--- config.mk ---
export PLATFORM = sky130hd
export DESIGN_NAME = int_alu_issue_arb
export DESIGN_NICKNAME = d
export VERILOG_FILES = /design/src/rtl/int_alu_issue_arb.sv
export SDC_FILE = /design/constraint.sdc
export NUM_CORES = 1
export LEC_CHECK = 0
export BUFFER_PORTS_ARGS = -buffer_cell sky130_fd_sc_hd__buf_2
export CAP_MARGIN = 20
export CORE_MARGIN = 1.5
export CORE_UTILIZATION = 47
export DETAILED_ROUTE_END_ITERATION = 10
export PLACE_DENSITY = 0.87
export SLEW_MARGIN = 20
export SYNTH_ARGS = -nofsm -noshare
export SYNTH_HDL_FRONTEND = slang
export SYNTH_SLANG_ARGS = --single-unit
--- constraint.sdc ---
create_clock -name clk -period 2.55 [get_ports clk]
set_input_delay 0.1275 -clock clk [delete_from_list [all_inputs] [get_ports clk]]
set_output_delay 0.1275 -clock clk [all_outputs]
set_load 0.01 [all_outputs]
--- src/rtl/int_alu_issue_arb.sv ---
// Round-robin issue arbiter in front of the shared integer ALU.
// Divide/remainder ops occupy the ALU for DIV_LAT cycles; all other ops respond on the next cycle.
module int_alu_issue_arb #(
  parameter int NUM_REQ = 4,
  parameter int DIV_LAT = 8
) (
  input  logic                    clk,
  input  logic                    rst,
  input  logic [NUM_REQ-1:0]      req_valid,
  input  logic [NUM_REQ-1:0][7:0] req_op,
  input  logic [NUM_REQ-1:0][4:0] req_warp,
  output logic [NUM_REQ-1:0]      req_ready,
  input  logic                    flush,
  output logic [7:0]              alu_op,
  output logic [4:0]              alu_warp,
  output logic                    res_valid,
  input  logic                    res_ready,
  output logic                    busy,
  output logic [15:0]             issue_count
);

  localparam int IDX_W = $clog2(NUM_REQ);
  localparam int CNT_W = $clog2(DIV_LAT);
  // Opcode values shared with simt_pkg::opcode_e
  localparam logic [7:0] OP_IDIV = 8'h05;
  localparam logic [7:0] OP_IREM = 8'h06;
  localparam logic [CNT_W-1:0] CNT_LOAD = CNT_W'(DIV_LAT - 1);
  localparam logic [IDX_W-1:0] LAST_RST = IDX_W'(NUM_REQ - 1);

  typedef enum logic [1:0] {
    IDLE = 2'd0,
    EXEC = 2'd1,
    RESP = 2'd2
  } state_e;

  state_e           state_r, state_n_s;
  logic [CNT_W-1:0] cnt_r, cnt_n_s;
  logic [IDX_W-1:0] last_grant_r;
  logic [IDX_W-1:0] winner_s;
  logic             found_s;
  logic             grant_ok_s;
  logic             grant_s;
  logic             win_is_div_s;
  logic [7:0]       alu_op_r;
  logic [4:0]       alu_warp_r;
  logic [15:0]      issue_count_r;

  // Round-robin search upward from the requester after the last winner
  always_comb begin
    logic [IDX_W-1:0] idx_v;
    logic             hit_v;
    found_s  = 1'b0;
    winner_s = last_grant_r;
    idx_v    = last_grant_r;
    hit_v    = 1'b0;
    for (int k = 1; k <= NUM_REQ; k++) begin
      idx_v    = IDX_W'((int'(last_grant_r) + k) % NUM_REQ);
      hit_v    = !found_s && req_valid[idx_v];
      winner_s = hit_v ? idx_v : winner_s;
      found_s  = found_s | hit_v;
    end
  end

  // Grants are held off during reset, on flush, and while a result is unclaimed
  assign grant_ok_s   = !rst && !flush &&
                        ((state_r == IDLE) || ((state_r == RESP) && res_ready));
  assign grant_s      = grant_ok_s && found_s;
  assign win_is_div_s = (req_op[winner_s] == OP_IDIV) || (req_op[winner_s] == OP_IREM);
  assign req_ready    = grant_s ? (NUM_REQ'(1) << winner_s) : {NUM_REQ{1'b0}};

  // Next-state and divide-latency counter logic
  always_comb begin
    state_n_s = state_r;
    cnt_n_s   = cnt_r;
    if (flush) begin
      state_n_s = IDLE;
      cnt_n_s   = '0;
    end else begin
      case (state_r)
        IDLE, RESP: begin
          if (grant_s) begin
            if (win_is_div_s) begin
              state_n_s = EXEC;
              cnt_n_s   = CNT_LOAD;
            end else begin
              state_n_s = RESP;
            end
          end else if ((state_r == RESP) && res_ready) begin
            state_n_s = IDLE;
          end else begin
            state_n_s = state_r;
          end
        end
        EXEC: begin
          if (cnt_r == '0) begin
            state_n_s = RESP;
          end else begin
            cnt_n_s = cnt_r - CNT_W'(1);
          end
        end
        default: begin
          state_n_s = IDLE;
          cnt_n_s   = '0;
        end
      endcase
    end
  end

  // State register and counter
  always_ff @(posedge clk or posedge rst) begin
    if (rst) begin
      state_r <= IDLE;
      cnt_r   <= '0;
    end else begin
      state_r <= state_n_s;
      cnt_r   <= cnt_n_s;
    end
  end

  // Operation capture on grant; flush leaves these untouched
  always_ff @(posedge clk or posedge rst) begin
    if (rst) begin
      last_grant_r  <= LAST_RST;
      alu_op_r      <= 8'h00;
      alu_warp_r    <= 5'd0;
      issue_count_r <= 16'h0000;
    end else if (grant_s) begin
      last_grant_r  <= winner_s;
      alu_op_r      <= req_op[winner_s];
      alu_warp_r    <= req_warp[winner_s];
      issue_count_r <= issue_count_r + 16'd1;
    end else begin
      last_grant_r  <= last_grant_r;
      alu_op_r      <= alu_op_r;
      alu_warp_r    <= alu_warp_r;
      issue_count_r <= issue_count_r;
    end
  end

  assign alu_op      = alu_op_r;
  assign alu_warp    = alu_warp_r;
  assign issue_count = issue_count_r;
  assign res_valid   = (state_r == RESP);
  assign busy        = (state_r != IDLE);

endmodule

### After elaboration in Yosys (flattened, before gate mapping)

Cells that the tools add are included.

| cells by class | value |
|---|---|
| add/sub/neg operators | 6 |
| $lt $le $gt $ge | 5 |
| equality and inequality tests | 9 |
| shift-type cells | 1 |
| muxes and demuxes | 28 |
| bitwise gates (word level) | 3 |
| reductions and logical operators | 20 |

Operators with widths:

| kind | number |
|---|---|
| 2-bit two-way mux | 9 |
| 16-bit by 1-bit adder with 16-bit output, second input constant | 1 |
| 8-bit binary-select mux with 2-bit select | 1 |
| 8-bit by 3-bit equality test with 1-bit output, second input constant | 2 |
| 2-bit by 3-bit less-than comparator with 1-bit output, second input constant | 5 |
| 3-bit two-way mux | 4 |
| 3-bit inequality test, second input constant | 4 |
| 5-bit binary-select mux with 2-bit select | 1 |
| 1-bit binary-select mux with 2-bit select | 4 |
| 8-bit two-way mux | 1 |
| 1-bit logical AND | 7 |
| 3-bit one-hot mux with 2 select lines | 1 |
| 1-bit logical NOT | 5 |
| 5-bit two-way mux | 1 |
| 2-bit by 1-bit adder with 2-bit output, second input constant | 2 |
| 2-bit adder, second input constant | 2 |
| 1-bit two-way mux | 4 |
| 4-bit two-way mux | 1 |
| 4-bit inequality test, second input constant | 1 |
| 2-bit one-hot mux with 2 select lines | 1 |
| 1-bit by 2-bit << shifter with 4-bit output, first input constant | 1 |
| 3-bit logical NOT | 1 |
| 1-bit OR | 3 |
| 3-bit AND reduction | 1 |
| other kinds (8) | 9 |

| word-level totals | value |
|---|---|
| bits in registers | 36 |
| output and inout port bits | 35 |
| word-level logic and storage cells | 78 |

### Longest topological paths before layout

Gate-level depths: netlist of run 1.

| logic depth | value |
|---|---|
| word-level depth | 20 |
| mapped depth | 10 |

### Worst setup path before layout of run 1

Ideal clock, no wire load.

| timing path | value |
|---|---|
| path type | register to register |
| start | reg last_grant_r[1] |
| end | reg cnt_r[0] |
| library setup time | 0.124 ns |
| arrival | 1.969 ns |
| path slack | 0.457 ns |
| stages on the path, launching flop included | 10 |
| path buffers | 1 |
| clock period less this slack | 2.093 ns |
| cell sequence | dfstp_2 -> nand2b_1 -> a21oi_1 -> nor3_1 -> buf_2 -> a21oi_1 -> a22o_1 -> xnor2_1 -> nor4_4 -> a211o_1 |

| on the way | value |
|---|---|
| word-level cells in the longest chain between the ends | 18 |
| elaborated cells on any way between the ends | 34 |
| those cells by class | add/sub: 4; eq/ne: 4; mux: 14; bitwise: 3; reduce/logical: 9 |

RTL lines:

| element | line | source |
|---|---|---|
| from (decl) | 38 | `logic [IDX_W-1:0] last_grant_r;` |
| from (signal assigned) | 128 | `last_grant_r <= winner_s;` |
| from (signal assigned) | 133 | `last_grant_r <= last_grant_r;` |
| 2-bit by 1-bit adder with 2-bit output | 57 | `idx_v = IDX_W'((int'(last_grant_r) + k) % NUM_REQ);` |
| 1-bit binary-select mux with 2-bit select | 58 | `hit_v = !found_s && req_valid[idx_v];` |
| 1-bit two-way mux (not written as such) | 58 |  |
| 1-bit logical NOT | 58 |  |
| 1-bit logical AND | 58 |  |
| 1-bit OR | 60 | `found_s = found_s \| hit_v;` |
| 1-bit logical NOT | 58 |  |
| 1-bit logical AND | 58 |  |
| [2 not listed] | - |  |
| 1-bit logical AND | 58 |  |
| 2-bit two-way mux | 59 | `winner_s = hit_v ? idx_v : winner_s;` |
| 8-bit binary-select mux with 2-bit select | 68 | `assign win_is_div_s = (req_op[winner_s] == OP_IDIV) \|\| (req_op[winner_s] == OP_IREM);` |
| 8-bit two-way mux (not written as such) | 68 |  |
| 8-bit by 3-bit equality test with 1-bit output | 68 |  |
| 1-bit logical OR | 68 |  |
| 3-bit inequality test (no line) | - |  |
| 3-bit AND reduction (no line) (*) | - |  |
| to (signal assigned) | 116 | `cnt_r <= cnt_n_s;` |
| to (decl) | 37 | `logic [CNT_W-1:0] cnt_r, cnt_n_s;` |

Mark *: on every way between the ends. The rest lies on a longest branch, timed or not. The select of a mux whose other input is x is not followed.
A chain may end at the register's enable or synchronous reset.

### Worst setup path in the final report of run 1

| timing path | value |
|---|---|
| start | reg last_grant_r[1] |
| end | reg state_r[1] |

| on the way | value |
|---|---|
| word-level cells in the longest chain between the ends | 20 |
| elaborated cells on any way between the ends | 37 |
| those cells by class | add/sub: 4; eq/ne: 3; mux: 18; bitwise: 3; reduce/logical: 9 |

RTL lines:

| element | line | source |
|---|---|---|
| 2-bit by 1-bit adder with 2-bit output | 57 |  |
| 1-bit binary-select mux with 2-bit select | 58 |  |
| 1-bit two-way mux (not written as such) | 58 |  |
| 1-bit logical NOT | 58 |  |
| 1-bit logical AND | 58 |  |
| 1-bit OR | 60 |  |
| 1-bit logical NOT | 58 |  |
| 1-bit logical AND | 58 |  |
| [4 not listed] | - |  |
| 8-bit binary-select mux with 2-bit select | 68 |  |
| 8-bit two-way mux (not written as such) | 68 |  |
| 8-bit by 3-bit equality test with 1-bit output | 68 |  |
| 1-bit logical OR | 68 |  |
| 2-bit two-way mux | 82 | `if (win_is_div_s) begin` |
| 2-bit two-way mux | 81 | `if (grant_s) begin` |
| 2-bit one-hot mux with 2 select lines | 79 | `case (state_r)` |
| 2-bit two-way mux | 75 | `if (flush) begin` |
| to (signal assigned) | 115 | `state_r <= state_n_s;` |
| to (decl) | 36 | `state_e state_r, state_n_s;` |

Several ways; a longest one is shown, not always the timed one. The select of a mux whose other input is x is not followed.

==> metrics, run 1 <==
CTS clk-pin slew, worst paths roughly 0.07 ns; CTS root buffer clkbuf_8; drt first pass iters 4; Most used DFF post-synth dfrtp_1; DRC viols 0; dpl hpwl around 4.2 mm; RR Startpoint last_grant_r[1]$_DFFE_PP1P_; clk_skew between 0.006 and 0.007 ns; CP endpoint kind register; worst hold path class in2reg; RR Endpoint state_r[1]$_DFFE_PP0P_; worst rel slew slack 0.691; Max Cap Viol 0; synthesis-to-finish area growth 30.3%; top cell type's share of synthesized area 0.404; 1st-iter DRT viols 101; sum of negative setup slack 0 ns; post-route cell area between 2000 and 3000 um2; Final Hold Fails 0; CTS tree yes; vias per std cell approximately 5.3; Power Dens Cells between 800 and 900 nW/um2; row cnt 24; clk_lat worst skew around 0.29 ns; crit-path max FO 12; filler instances about 400; final net count 409; Metal-1 WL 2.25 mm; die area about 4900 um2; CP Capture Point state_r[1]$_DFFE_PP0P_; core area about 4300 um2; antenna viol nets, final 0; status finished clean; min cycle time layout 2.36 ns; Netlist cell types 40; synth top area cells dfrtp_1 40%, nand2_1 12%, a21oi_1 6.7%; Yosys Warn Count 0; Met3 Wirelength approximately 240 um; setup bufs post-CTS 0; P_leak 0.00144 uW; Worst setup SP type register; Clock Path Buffers 2; grt ovf 0; # IOs 95; CP Class reg2reg; Register-to-Register Path Depth 8; Mapped Area approximately 2100 um2; FF-to-FF setup slack around 0.19 ns; setup repair after global routing missed its margin no; area occupied by multi-input gates around 1100 um2; CP required roughly 2.7 ns; syn_area_per_cell between 8 and 9 um2; n_diodes 0; Final period util 0.925; Placement Cell Area around 2600 um2; Final Slew Violations 0; CP startpoint last_grant_r[1]$_DFFE_PP1P_; Peak Freq 0.424 GHz; Worst Path Arrival 2.52 ns; Sequential cell area roughly 900 um2; worst-margin pin slew approximately 0.46 ns; highest metal used met4; vias in the first global route between 2k and 2.5k; gpl congestion around 0.81; routed wl met2 approximately 2.9 mm; post-synthesis async set-or-reset flop share 1.00; DR WL/cell between 10 and 15 um; all-layer global routing usage 0.239; total number of vias between 2k and 2.5k; fraction of the yosys area taken by sequential cells 0.429; area leader, netlist dfrtp_1; Synth Register Bits 36; VDD IR-drop max roughly 0.00043 V; post-synthesis cell count between 200 and 250; Synthesized Nets ~310; Die W approximately 70 um; final wirelength 5.46 mm; H-tree levels 2; first-pass GRT wire length between 9 and 10 mm; pin count of the biggest net entering global routing 37; Initial Util 0.487; initial antenna violation count 0; port bufs 94; ratio of cells with drive above 1 in the final layout 0.349; # clock sinks 36; final core utilization 0.635; CTS Buf Count 5; EDFF count, synth 0; Die H 69.9 um; final setup fails 0
[stage by stage]
stage / instances / total power (uW) / hold slack [ns] / setup WS, ns
floorplan: 249 / 1550 / 0.217 / 0.457
global placement: 390 / 1830 / 0.258 / 0.224
detailed placement: 390 / 1880 / 0.269 / 0.0817
CTS: 399 / 2300 / 0.125 / 0.0644
global route: 399 / 2470 / 0.139 / 0.113
finish: 399 / 2300 / 0.125 / 0.190
[critical path: stages (launching register included)]
cell     delay, ns
dfstp_2       0.58
nand2_1       0.08
a31oi_1       0.20
nand2_1       0.31
a21oi_1       0.30
a22o_4        0.19
nand4_4       0.12
nor3_1        0.33
o22ai_1       0.13
[timing repair]
action / 4_1_cts / 5_1_grt
endpoints found under the setup margin: 0 / 5
hold buffers: 1 / 0
gates resized for setup: 0 / 1
endpoints found under the hold margin: 34 / 0
[Yosys cell counts (2+ instances only)]
cell type	number
nor2b_1	2
a21oi_1	28
nand2b_1	4
nand3_1	7
a22o_1	4
inv_1	8
buf_2	3
a22o_4	3
a21boi_0	2
clkbuf_1	6
dfstp_2	2
nor3_1	5
a211o_1	3
dfrtp_1	34
nand2_1	66
o21ai_0	15
and3_1	3
nor4_1	5
nand4_1	3
xnor2_1	16
ha_1	3
nor2_1	9
[final cells by class]
type                    instances  share of cell area
inverters                       8              0.0109
well taps                      52              0.0237
multi-input cells             193               0.408
repair buffers                102               0.194
clock buffers                   7              0.0315
flip-flops and latches         36               0.329
clock inverters                 1             0.00274
[metal layers]
metal,vias to the layer above,GRT usage
met5,-,0
met3,10,0.0563
met1,1002,0.285
met4,0,0.100
met2,65,0.413
li1,1044,-
[worst min-delay path by stage]
stage / depth (start not counted) / to / from
2_1_floorplan: 1 / state_r[1]$_DFFE_PP0P_ / flush
3_3_place_gp: 3 / alu_op[7]$_DFFE_PP0P_ / rst
3_5_place_dp: 3 / alu_op[7]$_DFFE_PP0P_ / rst
4_1_cts: 2 / state_r[1]$_DFFE_PP0P_ / flush
5_1_grt: 2 / state_r[1]$_DFFE_PP0P_ / flush
6_report: 2 / state_r[1]$_DFFE_PP0P_ / flush
[sequential cells by signal, indices dropped and copies added (netlist names)]
signal        flops
cnt_r             3
issue_count      16
last_grant_r      2
state_r           2
alu_op            8
alu_warp          5
[layout by cell type (no fill, tap or decap), types with 2 or more instances in the layout]
| cell type | Yosys | routed |
|---|---|---|
| nor4_1 | 5 | 5 |
| a21oi_1 | 28 | 28 |
| a21boi_0 | 2 | 2 |
| nor3_1 | 5 | 4 |
| o21ai_0 | 15 | 15 |
| dfrtp_1 | 34 | 34 |
| a22o_4 | 3 | 3 |
| ha_1 | 3 | 3 |
| a211o_1 | 3 | 3 |
| nand3_1 | 7 | 7 |
| nor2b_1 | 2 | 2 |
| nand2_1 | 66 | 66 |
| inv_1 | 8 | 8 |
| buf_4 | 0 | 7 |
| buf_2 | 3 | 94 |
| clkbuf_8 | 0 | 6 |
| a22o_1 | 4 | 4 |
| nand2b_1 | 4 | 4 |
| xnor2_1 | 16 | 16 |
| nand4_1 | 3 | 3 |
| nor2_1 | 9 | 9 |
| dfstp_2 | 2 | 2 |
| and3_1 | 3 | 3 |
[cell families after synthesis]
family / Yosys count / synth area share
DFF: 36 / 0.429
and+or+nand+nor: 111 / 0.248
AOI/OAI and AO/OA: 62 / 0.188
adders and majority gates: 3 / 0.0178
buffers and inverters: 20 / 0.0463
xor gates and xnor gates: 17 / 0.0707
[power breakdown]
group | leakage (uW) | internal, uW | switching (uW)
Clock | 0.0000445 | 220 | 203
Sequential | 0.000459 | 719 | 119
Combinational | 0.000934 | 444 | 595
Power figures use the tool's default switching activity.
==> run 2, diff against run 1 <==
--- a/config.mk
+++ b/config.mk
@@ -5,12 +5,13 @@
 export SDC_FILE = /design/constraint.sdc
 export NUM_CORES = 1
 export LEC_CHECK = 0
+export ABC_AREA = 1
 export BUFFER_PORTS_ARGS = -buffer_cell sky130_fd_sc_hd__buf_2
 export CAP_MARGIN = 20
 export CORE_MARGIN = 1.5
-export CORE_UTILIZATION = 47
+export CORE_UTILIZATION = 49
 export DETAILED_ROUTE_END_ITERATION = 10
-export PLACE_DENSITY = 0.87
+export PLACE_DENSITY = 0.88
 export SLEW_MARGIN = 20
 export SYNTH_ARGS = -nofsm -noshare
 export SYNTH_HDL_FRONTEND = slang
==> run 2 against run 1 <==
- the run now ends with negative setup slack left
- critical endpoint is now cnt_r[2]$_DFFE_PP0P_
- maximum frequency decreased by 8.7%
- critical path type unchanged
- routed wire length increased by 39%
- synthesized cell count increased by 35%
==> metrics, run 2 <==
Register-to-Register Path Depth 20; most common cell in the synthesized netlist nand2_1; worst-path cell chain clkinv_4, nand2_2, nand2_2, nand2_2, nand2_4, nand2_8, buf_4, nand3_4, buf_4, nand3_1, nand2_1, nand2_1, nand2_1, nor2_4, nand3_4, nor2_4, nand2_4, nand2_4, nand2_2, nand2_2; Slowest-stage cell, CP dfstp_2; final setup fails 4; port bufs 94; WHS around 0.14 ns; Worst setup SP type register; first-pass GRT wire length 10.1 mm; min cycle time layout ~2.6 ns; hold path cells 3; Netlist cell types 31; failing checks negative setup slack; adder-cell area share of the yosys netlist 0.0157; max incr delay on CP 0.61 ns; dpl hpwl 4.62 mm; Synthesized Nets around 400; Final Hold Fails 0; most frequent cells after synthesis 123 x nand2_1, 35 x nand3_1, 34 x dfrtp_1; worst hold path class in2reg; Worst path most repeated cell nand2_2; Peak Freq 0.387 GHz; CTS clk-pin slew, worst paths 0.07 ns; area leader, netlist dfrtp_1; pin count of the biggest net entering global routing 20; DR WL/cell 14.1 um; worst rel slew slack 0.555; post-synthesis async set-or-reset flop share 1.00; clk_lat worst skew 0.28 ns; drt first pass iters 4; P_leak 0.00196 uW; 1st-iter DRT viols between 150 and 200; Synth Area in Compound Gates 0.0737; Synth Register Bits 36; syn_area_per_cell a little over 7 um2; Final Slew Violations 0; ratio of cells with drive above 1 in the final layout 0.450; antenna viol nets, final 0; most frequent cells in the layout 94 x buf_2, 89 x nand2_1, 34 x dfrtp_1, 33 x buf_4, 29 x nand3_1; DRC viols 0; Initial Util 0.506; Mapped Area between 2000 and 2500 um2; vias per std cell 5.32; CP Class reg2reg; Clock Path Buffers 2; fin worst setup slack -0.0342 ns; Most used DFF post-synth dfrtp_1; CP delay by family, top simple AND/OR/NAND/NOR gates; H-tree levels 2; row cnt 25; overall power roughly 5700 uW; post-route cell area roughly 3600 um2; # clock sinks 36; EDFF count, synth 0; n_diodes 0; Die W around 73 um; clk_skew roughly 0.0025 ns; die area between 5000 and 6000 um2; grt ovf 0; Post-Synth XOR/XNOR Area 0.0586; vias in the first global route 2335; synth top area cells dfrtp_1 36%, nand2_1 19%, nand3_1 7.3%; max reg flops 16; Placement Cell Area 2910 um2; Die H approximately 73 um; total number of vias about 2.9k; setup repair after global routing missed its margin yes; Post-Synth Simple-Gate Area 0.398; status complete, but fails checks; final wirelength 7.57 mm; Final period util 1.01; Worst Path Arrival approximately 2.8 ns; fraction of the yosys area taken by sequential cells 0.378; crit-path max FO 7; post-synthesis cell count approximately 340; CTS Buf Count 5; # IOs between 90 and 100; Worst path depth 20; worst-margin pin slew 0.662 ns; CTS tree yes; critical path buffer and inverter count 3; final net count around 530; CP endpoint kind register; commonest non-fill, non-tap cell in the layout buf_2; CP required between 2 and 3 ns; DP Worst Slack -0.0653 ns; largest family of logic cells by synthesized area simple AND/OR/NAND/NOR gates; core area ~4700 um2; initial antenna violation count 0; Power Dens Cells between 1500 and 2000 nW/um2; Yosys Warn Count 0; Max Cap Viol 0; VDD IR-drop max 0.00120 V; synthesis-to-finish area growth 51.7%; gpl congestion a little under 0.9; all-layer global routing usage 0.241; CTS root buffer clkbuf_8; top cell type's share of synthesized area 0.356; post-synthesis mux area share 0; final core utilization 0.768
run 2: cell types whose count changed in the layout (fill, tap and decap cells not counted), sizes merged, moves of 6 or more:
cell,before,now
nor2,9,32
a21oi,28,4
o21ai,16,9
nor4,6,0
buf,101,131
nand2,67,136
xor2,1,11
a22o,8,0
nand3,7,38
inv,8,24
xnor2,16,5
a31oi,1,8
run 2: worst paths after layout:
| kind | startpoint | to | slack (ns) |
|---|---|---|---|
| hold reg to reg | issue_count[15]$_DFFE_PP0P_ | issue_count[15]$_DFFE_PP0P_ | 0.48 |
| setup / recovery | last_grant_r[0]$_DFFE_PP1P_ | cnt_r[2]$_DFFE_PP0P_ | -0.03 |
| max in group asynchronous | rst | last_grant_r[0]$_DFFE_PP1P_ | 1.30 |
| hold / removal | req_warp[19] | alu_warp[4]$_DFFE_PP0P_ | 0.14 |
| min in group asynchronous | rst | state_r[0]$_DFFE_PP0P_ | 0.50 |
| setup reg to reg | last_grant_r[0]$_DFFE_PP1P_ | cnt_r[2]$_DFFE_PP0P_ | -0.03 |
run 2: metrics by stage:
step | instances | TNS (ns)
5_1_grt | 536 | -1.48
2_1_floorplan | 336 | 0
3_5_place_dp | 492 | -0.133
3_3_place_gp | 492 | 0
4_1_cts | 502 | 0
6_report | 536 | -0.0573
run 2: logic make-up after synthesis:
| logic type | after synthesis |
|---|---|
| and+or+nand+nor | 215 |
| buffers and inverters | 37 |
| DFF | 36 |
| AOI/OAI and AO/OA | 29 |
| xor gates and xnor gates | 16 |
| adders and majority gates | 3 |
run 2: cell type report:
type,instances,area (um2)
clock buffers,8,90.1
fillers,320,1090
multi-input cells,265,1640
repair inverters,1,5.00
inverters,27,125
repair buffers,132,782
well taps,67,83.8
flip-flops and latches,36,903
run 2: worst min-delay path, cell delays in order:
cell and delay [ns]:
buf_2 0.10, nand2_1 0.05, a41oi_1 0.10
run 2: routing by layer:
layer | track usage | vias to the layer above | wire length [um]
li1 | - | 1354 | -
met1 | 0.305 | 1341 | 2930
met2 | 0.420 | 132 | 3920
met3 | 0.0483 | 23 | 503
met4 | 0.0629 | 0 | 214
met5 | 0 | - | 0
run 2: timing repair:
action | CTS | global route
hold buffers | 1 | 0
setup endpoints to repair | 4 | 9
pin swaps | 0 | 23
hold endpoints to repair | 17 | 0
resized for setup | 4 | 90
setup buffers | 0 | 32
gates cloned | 1 | 2
run 2: power by group:
group          switching (uW)  internal, uW  total (uW)
clock network             186           220         406
logic                    2610          1730        4340
registers                 193           786         978
